`config.mk`:
```
export PLATFORM = sky130hd
export DESIGN_NAME = shift_ser_ctrl_flat
export DESIGN_NICKNAME = d
export VERILOG_FILES = /design/src/rtl/shift_ser_pkg.sv /design/src/rtl/shift_ser_ctrl_if.sv /design/src/rtl/shift_ser_ctrl_arb.sv /design/src/rtl/shift_ser_ctrl.sv /design/src/flat_wrapper.sv
export SDC_FILE = /design/constraint.sdc
export NUM_CORES = 1
export LEC_CHECK = 0
export ABC_AREA = 0
export BUFFER_PORTS_ARGS = -buffer_cell sky130_fd_sc_hd__buf_2
export CAP_MARGIN = 20
export CORE_AREA = 5 5 47 49
export CTS_CLUSTER_DIAMETER = 40
export DETAILED_ROUTE_END_ITERATION = 12
export DIE_AREA = 0 0 52 54
export HOLD_SLACK_MARGIN = 0.1
export PLACE_DENSITY = 0.72
export RECOVER_POWER = 100
export SLEW_MARGIN = 20
export SYNTH_ARGS = -nofsm -noshare
export SYNTH_HDL_FRONTEND = slang
export SYNTH_SLANG_ARGS = --single-unit
export TNS_END_PERCENT = 30
```
`constraint.sdc`:
```
create_clock -name clk -period 1.8 [get_ports clk]
set_clock_uncertainty 0.15 [all_clocks]
set_input_delay 0.09 -clock clk [delete_from_list [all_inputs] [get_ports clk]]
set_output_delay 0.09 -clock clk [all_outputs]
set_load 0.1 [all_outputs]
```
`src/rtl/shift_ser_pkg.sv`:
```
// shift_ser_pkg: shared state encoding, width constant and requester index
// type for the shift_ser_ctrl slice.
package shift_ser_pkg;

   localparam int SER_WIDTH = 4;

   typedef enum logic [1:0] {
      ST_IDLE  = 2'd0,
      ST_LOAD  = 2'd1,
      ST_SHIFT = 2'd2
   } state_e;

   typedef logic req_idx_t;

   // Index of the granted requester from a one-hot (or zero) two-bit grant.
   function automatic req_idx_t gnt_to_idx(input logic [1:0] gnt);
      return gnt[1];
   endfunction

endpackage

```
`src/rtl/shift_ser_ctrl_if.sv`:
```
// shift_ser_ctrl_if: word-request side and serial-stream side of the
// shift_ser_ctrl block. The controller uses the slave modport, the word
// producers / serial consumer environment uses the master modport.
interface shift_ser_ctrl_if
   import shift_ser_pkg::*;
#(
   parameter int WIDTH = SER_WIDTH
);

   logic [1:0]       req_valid;
   logic [WIDTH-1:0] req_data0;
   logic [WIDTH-1:0] req_data1;
   logic [1:0]       req_ready;
   logic             ser_valid;
   logic             ser_bit;
   logic             ser_last;
   req_idx_t         ser_src;

   modport slave (
      input  req_valid, req_data0, req_data1,
      output req_ready, ser_valid, ser_bit, ser_last, ser_src
   );

   modport master (
      output req_valid, req_data0, req_data1,
      input  req_ready, ser_valid, ser_bit, ser_last, ser_src
   );

endinterface

```
`src/rtl/shift_ser_ctrl_arb.sv`:
```
// rr_arb2: two-input arbiter for shift_ser_ctrl. Grant is combinational on
// req; the pointer only moves when the caller reports a handshake (advance).
// SHIFT_SER_CTRL_FIXED_PRIO_EN selects fixed priority (requester 0 wins)
// and removes the pointer; the default build is round-robin.
module rr_arb2
   import shift_ser_pkg::*;
(
   input  logic       clk,
   input  logic       reset_n,
   input  logic [1:0] req,
   input  logic       advance,
   output logic [1:0] gnt
);

`ifdef SHIFT_SER_CTRL_FIXED_PRIO_EN

   logic arb_unused_s;
   assign arb_unused_s = &{1'b0, clk, reset_n, advance};

   // Fixed priority grant: requester 0 wins any contention.
   always_comb begin
      if (req[0]) begin
         gnt = 2'b01;
      end else if (req[1]) begin
         gnt = 2'b10;
      end else begin
         gnt = 2'b00;
      end
   end

`else

   req_idx_t ptr_q;
   req_idx_t ptr_d;

   // Pointer register: the requester favoured at the next contention.
   always_ff @(posedge clk or negedge reset_n) begin
      if (!reset_n) begin
         ptr_q <= 1'b0;
      end else begin
         ptr_q <= ptr_d;
      end
   end

   // Grant: a lone requester always wins, contention goes to the pointer.
   always_comb begin
      case (req)
         2'b01:   gnt = 2'b01;
         2'b10:   gnt = 2'b10;
         2'b11:   gnt = ptr_q ? 2'b10 : 2'b01;
         default: gnt = 2'b00;
      endcase
   end

   // Pointer update: after an accepted grant, favour the other requester;
   // a withdrawn request leaves it untouched.
   always_comb begin
      if (advance) begin
         ptr_d = ~gnt_to_idx(gnt);
      end else begin
         ptr_d = ptr_q;
      end
   end

`endif

endmodule

```
`src/rtl/shift_ser_ctrl.sv`:
```
// shift_ser_ctrl: shares one WIDTH-bit MSB-first shift register between two
// word producers. Arbitrates a word, pulses sr_load for one cycle, then frames
// the shifted MSB as a serial stream with valid/last/source markers.
// Build option SHIFT_SER_CTRL_FIXED_PRIO_EN (inside rr_arb2) swaps the
// round-robin arbiter for fixed priority; everything else is unchanged.
module shift_ser_ctrl
   import shift_ser_pkg::*;
#(
   parameter int WIDTH = SER_WIDTH,
   parameter int CNT_W = $clog2(WIDTH)
)(
   input  logic             clk,
   input  logic             reset_n,
   shift_ser_ctrl_if.slave  bus,
   output logic             sr_load,
   output logic [WIDTH-1:0] sr_data,
   input  logic [WIDTH-1:0] sr_q,
   output logic             busy
);

   state_e           state_q, state_d;
   logic [CNT_W-1:0] cnt_q, cnt_d;
   logic [WIDTH-1:0] hold_q, hold_d;
   req_idx_t         src_q, src_d;
   logic             load_q, load_d;
   logic             valid_q, valid_d;
   logic             last_q, last_d;
   logic             busy_q, busy_d;

   logic [1:0]       gnt_s;
   logic [1:0]       ready_s;
   logic             open_s;
   logic             hs_s;
   logic             cnt_last_s;
   logic [WIDTH-1:0] word_s;
   logic             sr_unused_s;

   // Only the MSB of the shift register feeds the serial stream.
   assign sr_unused_s = &{1'b0, sr_q[WIDTH-2:0]};

   // Accept window: idle, or the final shift cycle so words can run
   // back-to-back with a single LOAD bubble. Forced shut during reset.
   assign cnt_last_s = (cnt_q == CNT_W'(WIDTH-1));
   assign open_s     = reset_n & ((state_q == ST_IDLE) |
                                  ((state_q == ST_SHIFT) & cnt_last_s));
   assign ready_s    = open_s ? gnt_s : 2'b00;
   assign hs_s       = |(bus.req_valid & ready_s);
   assign word_s     = ready_s[1] ? bus.req_data1 : bus.req_data0;

   rr_arb2 u_arb (
      .clk     (clk),
      .reset_n (reset_n),
      .req     (bus.req_valid),
      .advance (hs_s),
      .gnt     (gnt_s)
   );

   // FSM state register.
   always_ff @(posedge clk or negedge reset_n) begin
      if (!reset_n) begin
         state_q <= ST_IDLE;
      end else begin
         state_q <= state_d;
      end
   end

   // FSM next state: IDLE -> LOAD on accept, LOAD -> SHIFT, SHIFT runs
   // WIDTH cycles and then reloads on a fresh accept or returns to IDLE.
   always_comb begin
      case (state_q)
         ST_IDLE:  state_d = hs_s ? ST_LOAD : ST_IDLE;
         ST_LOAD:  state_d = ST_SHIFT;
         ST_SHIFT: begin
            if (cnt_last_s) begin
               state_d = hs_s ? ST_LOAD : ST_IDLE;
            end else begin
               state_d = ST_SHIFT;
            end
         end
         default:  state_d = ST_IDLE;
      endcase
   end

   // Datapath next values: hold word and owner on accept, count the shifts.
   always_comb begin
      if (hs_s) begin
         hold_d = word_s;
         src_d  = gnt_to_idx(ready_s);
      end else begin
         hold_d = hold_q;
         src_d  = src_q;
      end
      case (state_q)
         ST_LOAD:  cnt_d = '0;
         ST_SHIFT: cnt_d = cnt_q + CNT_W'(1);
         default:  cnt_d = cnt_q;
      endcase
   end

   // FSM output decode, computed from the next state so flags are registered.
   always_comb begin
      load_d  = (state_d == ST_LOAD);
      valid_d = (state_d == ST_SHIFT);
      last_d  = (state_d == ST_SHIFT) && (cnt_d == CNT_W'(WIDTH-1));
      busy_d  = (state_d != ST_IDLE);
   end

   // Datapath and output flag registers; all clear on reset.
   always_ff @(posedge clk or negedge reset_n) begin
      if (!reset_n) begin
         cnt_q   <= '0;
         hold_q  <= '0;
         src_q   <= 1'b0;
         load_q  <= 1'b0;
         valid_q <= 1'b0;
         last_q  <= 1'b0;
         busy_q  <= 1'b0;
      end else begin
         cnt_q   <= cnt_d;
         hold_q  <= hold_d;
         src_q   <= src_d;
         load_q  <= load_d;
         valid_q <= valid_d;
         last_q  <= last_d;
         busy_q  <= busy_d;
      end
   end

   assign bus.req_ready = ready_s;
   assign bus.ser_valid = valid_q;
   assign bus.ser_bit   = valid_q & sr_q[WIDTH-1];
   assign bus.ser_last  = last_q;
   assign bus.ser_src   = src_q;
   assign sr_load       = load_q;
   assign sr_data       = hold_q;
   assign busy          = busy_q;

endmodule

```
`src/flat_wrapper.sv`:
```
// flat-port wrapper written by rule: the top's interface ports become plain ports
module shift_ser_ctrl_flat import shift_ser_pkg::*;
#(
   parameter int WIDTH = SER_WIDTH,
   parameter int CNT_W = $clog2(WIDTH)
)
  (clk, reset_n, sr_load, sr_data, sr_q, busy, bus_req_valid, bus_req_data0, bus_req_data1, bus_req_ready, bus_ser_valid, bus_ser_bit, bus_ser_last, bus_ser_src);
  shift_ser_ctrl_if #(.WIDTH(WIDTH)) bus_i ();
  input  logic clk;
  input  logic reset_n;
  output logic sr_load;
  output logic [WIDTH-1:0] sr_data;
  input  logic [WIDTH-1:0] sr_q;
  output logic busy;
  input wire logic [$bits(bus_i.req_valid)-1:0] bus_req_valid;
  input wire logic [$bits(bus_i.req_data0)-1:0] bus_req_data0;
  input wire logic [$bits(bus_i.req_data1)-1:0] bus_req_data1;
  output wire logic [$bits(bus_i.req_ready)-1:0] bus_req_ready;
  output wire logic [$bits(bus_i.ser_valid)-1:0] bus_ser_valid;
  output wire logic [$bits(bus_i.ser_bit)-1:0] bus_ser_bit;
  output wire logic [$bits(bus_i.ser_last)-1:0] bus_ser_last;
  output wire logic [$bits(bus_i.ser_src)-1:0] bus_ser_src;
  assign bus_i.req_valid = bus_req_valid;
  assign bus_i.req_data0 = bus_req_data0;
  assign bus_i.req_data1 = bus_req_data1;
  assign bus_req_ready = bus_i.req_ready;
  assign bus_ser_valid = bus_i.ser_valid;
  assign bus_ser_bit = bus_i.ser_bit;
  assign bus_ser_last = bus_i.ser_last;
  assign bus_ser_src = bus_i.ser_src;
  shift_ser_ctrl #(.WIDTH(WIDTH), .CNT_W(CNT_W)) u_core (.clk(clk), .reset_n(reset_n), .bus(bus_i), .sr_load(sr_load), .sr_data(sr_data), .sr_q(sr_q), .busy(busy));
endmodule
```
==> key figures <==
Status
  • Outcome: finished, final reports clean

Routing
  • Drt drc: 0
  • Detail Route Antenna Nets: 0
  • 1st-iter DRT viols: 4
  • Via count: 670
  • WL/cell: 14.06 microns
  • Final WL: 1912 microns
  • Routed vias/inst: 4.926
  • First-pass DRT Iterations: 4

Yosys
  • Post-synthesis cell type count: 24
  • Synth Area in Simple Gates: 11.84%
  • Xor-xnor portion of the synthesized cell area: 0%
  • Yosys reg bits: 14
  • Syn_area_per_cell: 11.24 sq um
  • Adder-cell share of the synthesized area: 7.067%
  • Post-Syn Instances: 63
  • Multiplexer share of the synthesized area: 3.004%
  • Register area share after synthesis: 49.47%
  • YS warnings: 0
  • Synthesized area: 708.2 sq um
  • Complex-gate fraction of the synthesized area: 24.91%
  • Syn Nets: 83
  • Main combinational cell family by area after synthesis: compound AO/OA/AOI/OAI gates

Pwr
  • Combinational power share: 65.3%
  • Worst vdd ir: 1.141 mV
  • P_leak: 0.5315 nW
  • Switching share of power: 56.67%
  • Pwr dens: 1927 nW/um^2
  • Flop pwr share: 23.8%
  • Clock power share: 10.9%
  • Int Power: 0.0009444 W
  • Switching power: 0.001235 W

Worst setup path
  • Max FO, Critical Path: 8
  • Crit path DAT: 1500 ps
  • Kind of critical path: register to output pin
  • Element type at the critical path end: output pin
  • Worst Reg-to-Reg Cells: 5
  • Worst path required time: 1560 ps
  • Crit path from: u_core.state_q[0]
  • Critical R2R Capture: u_core.bus.ser_last
  • Critical Path Start Type: register
  • Reg2Reg Setup Slack: 150 ps
  • Worst r2r src: u_core.state_q[0]

Global route
  • First-pass GRT wire length: 3187 microns
  • Number of global-route vias before repair: 722
  • Largest net degree at the start of global routing: 10
  • Antenna violations before repair: 0
  • Total track usage: 16.01%
  • Gr ovfl total: 0

Clock tree
  • Clock latency on the worst-skew pair: 290 ps
  • Clock root cell: clkbuf_4
  • Worst-path clk slew: 100 ps
  • Clock tree from TritonCTS: yes
  • Sink Count: 14
  • H-tree depth: 1
  • Clock Tree Buf Depth: 2
  • Cts bufs inserted: 3

Timing
  • Final Max Slew Viols: 0
  • Slew HR: 64.14%
  • RSZ-0062 raised after global routing: true
  • Setup-failing EPs final: 0
  • Setup ws final: 55.15 ps
  • Period utilization: 96.94%
  • Fmax achieved: 0.5731 GHz
  • Final Hold Fails: 0
  • Fin crit period: 1745 ps
  • Slew at the pin closest to its max-slew limit: 540.2 ps

Cells and area
  • Fill cell count: 153
  • Layout Nets: 130
  • Post-route cell area: 1131 sq um
  • Ratio of cells with drive above 1 in the final layout: 45.87%
  • Commonest cells after routing, fill and taps aside: buf_2, dlygate4sd3_1, dfrtp_1, o21ai_0
  • Commonest non-fill, non-tap cell in the layout: buf_2
  • Area grow syn2layout: 59.72%
  • ANT cells: 0

Floorplan
  • Core Box Area: 1822 sq um
  • Top Ports: 28
  • Die Area: 2808 sq um
  • Initial Util: 38.87%
  • DIE HEIGHT: 54 microns
  • Die width: 52 microns
  • FP Rows: 16

Hold path
  • Hold path depth: 1
  • Hold WC Path Type: register to register
  • Worst hold start: u_core.bus.ser_src
  • WHS Endpoint: u_core.bus.ser_src

Placed design
  • Dpl cell area: 904.6 sq um
  • Port Buffers: 24
  • Dpl ws: 136.9 ps
  • GP Congestion: 0.7685
  • DP Wirelength: 1174 microns

Flow run
  • Max cap viols: 0
## cell type report
class	instances	area, sq um	area share [%]
Tap cell	27	33.78	2.987
Timing Repair Buffer	43	327.8	28.98
Clock buffer	4	36.28	3.208
Inverter	4	15.01	1.327
Multi-Input combinational cell	44	367.9	32.52
Sequential cell	14	350.3	30.97
## synth_stat cells
cell type / number / area [sq um]
nand2b_1: 3 / 18.77
a21boi_1: 1 / 7.510
nand2_1: 1 / 3.750
and2_1: 2 / 12.51
a31oi_1: 5 / 31.28
a21oi_1: 1 / 5.000
a21o_2: 1 / 8.760
o2111a_1: 1 / 11.26
mux2i_1: 1 / 10.01
mux2_2: 1 / 11.26
dfrtp_1: 14 / 350.3
inv_2: 1 / 3.750
a41oi_1: 1 / 8.760
o31ai_2: 4 / 50.05
nor3_1: 2 / 10.01
nor2_1: 5 / 18.77
o21ai_0: 6 / 30.03
o21ai_2: 1 / 8.760
inv_1: 3 / 11.26
buf_6: 1 / 11.26
nand3_1: 1 / 5.000
a21o_4: 1 / 15.01
and3_2: 2 / 15.01
ha_1: 4 / 50.05
## critical path, stage by stage (launching register included)
cell,delay [ps]
dfrtp_1,410
inv_2,120
ha_4,150
a21o_4,150
and3_4,210
buf_12,170
## stage by stage
stage / instances / util (%) / TNS [ps] / hold WS [ps] / total power, W
floorplan: 63 / - / 0 / -355.6 / 0.001573
global placement: 116 / 49.66 / 0 / -198.5 / 0.001793
detailed placement: 116 / 49.66 / 0 / -198.3 / 0.001822
CTS: 134 / 59.96 / 0 / 357.6 / 0.002094
global route: 136 / 62.09 / -25.27 / 380.0 / 0.002303
finish: 136 / 62.09 / 0 / 358.5 / 0.002180
## how the worst max path moves through the flow
stage / endpoint / slack, ps / cells after the start
after CTS: bus_req_ready[0] / 10 / 5
after floorplan: u_core.bus.ser_src / 40 / 5
after global routing: bus_req_ready[1] / -30 / 5
final: bus_req_ready[1] / 60 / 5
after detailed placement: u_core.bus.ser_last / 140 / 5
after global placement: u_core.bus.ser_last / 180 / 5
## state kept, by name, indices dropped and copies added, names as in the netlist
signal and count:
u_core.state_q 2, u_core.u_arb.ptr_q 1, u_core.bus.ser_src 1, u_core.cnt_q 2
u_core.bus.ser_valid 1, u_core.sr_load 1, u_core.bus.ser_last 1, u_core.sr_data 4
u_core.busy 1
## power groups by stage
| stage | registers [W] | clock network (W) | logic [W] |
|---|---|---|---|
| 2_1_floorplan | 0.00111 | 0 | 0.000464 |
| 3_3_place_gp | 0.000509 | 0 | 0.00128 |
| 3_5_place_dp | 0.000516 | 0 | 0.00131 |
| 4_1_cts | 0.000512 | 0.000234 | 0.00135 |
| 5_1_grt | 0.000536 | 0.000261 | 0.00151 |
| 6_report | 0.000519 | 0.000237 | 0.00142 |
## timing repair
action	in CTS	in global routing
buffers inserted	0	2
hold endpoints to repair	20	0
pin swaps	0	2
hold buffers	14	0
gates cloned	0	0
endpoints found under the setup margin	2	2
gates resized for setup	5	4
## per-layer routing
layer / part of all wire [%] / vias to the layer above / wire [microns] / GRT usage (%)
li1: - / 326 / - / -
met1: 42 / 315 / 798 / 17.50
met2: 50 / 22 / 954 / 27.82
met3: 4.8 / 7 / 92 / 2.770
met4: 3.6 / 0 / 68 / 11.79
met5: 0 / - / 0 / 0
## logic make-up (layout without fill, tap and decap cells)
logic type               Yosys count  count (layout)
AO/OA/AOI/OAI                     22              22
AND/OR/NAND/NOR                   16              16
flip-flops                        14              14
buffers and inverters              5              51
adder cells (fa/ha/maj)            4               4
multiplexers                       2               2
Note: power is estimated with default switching activity, not from simulation.
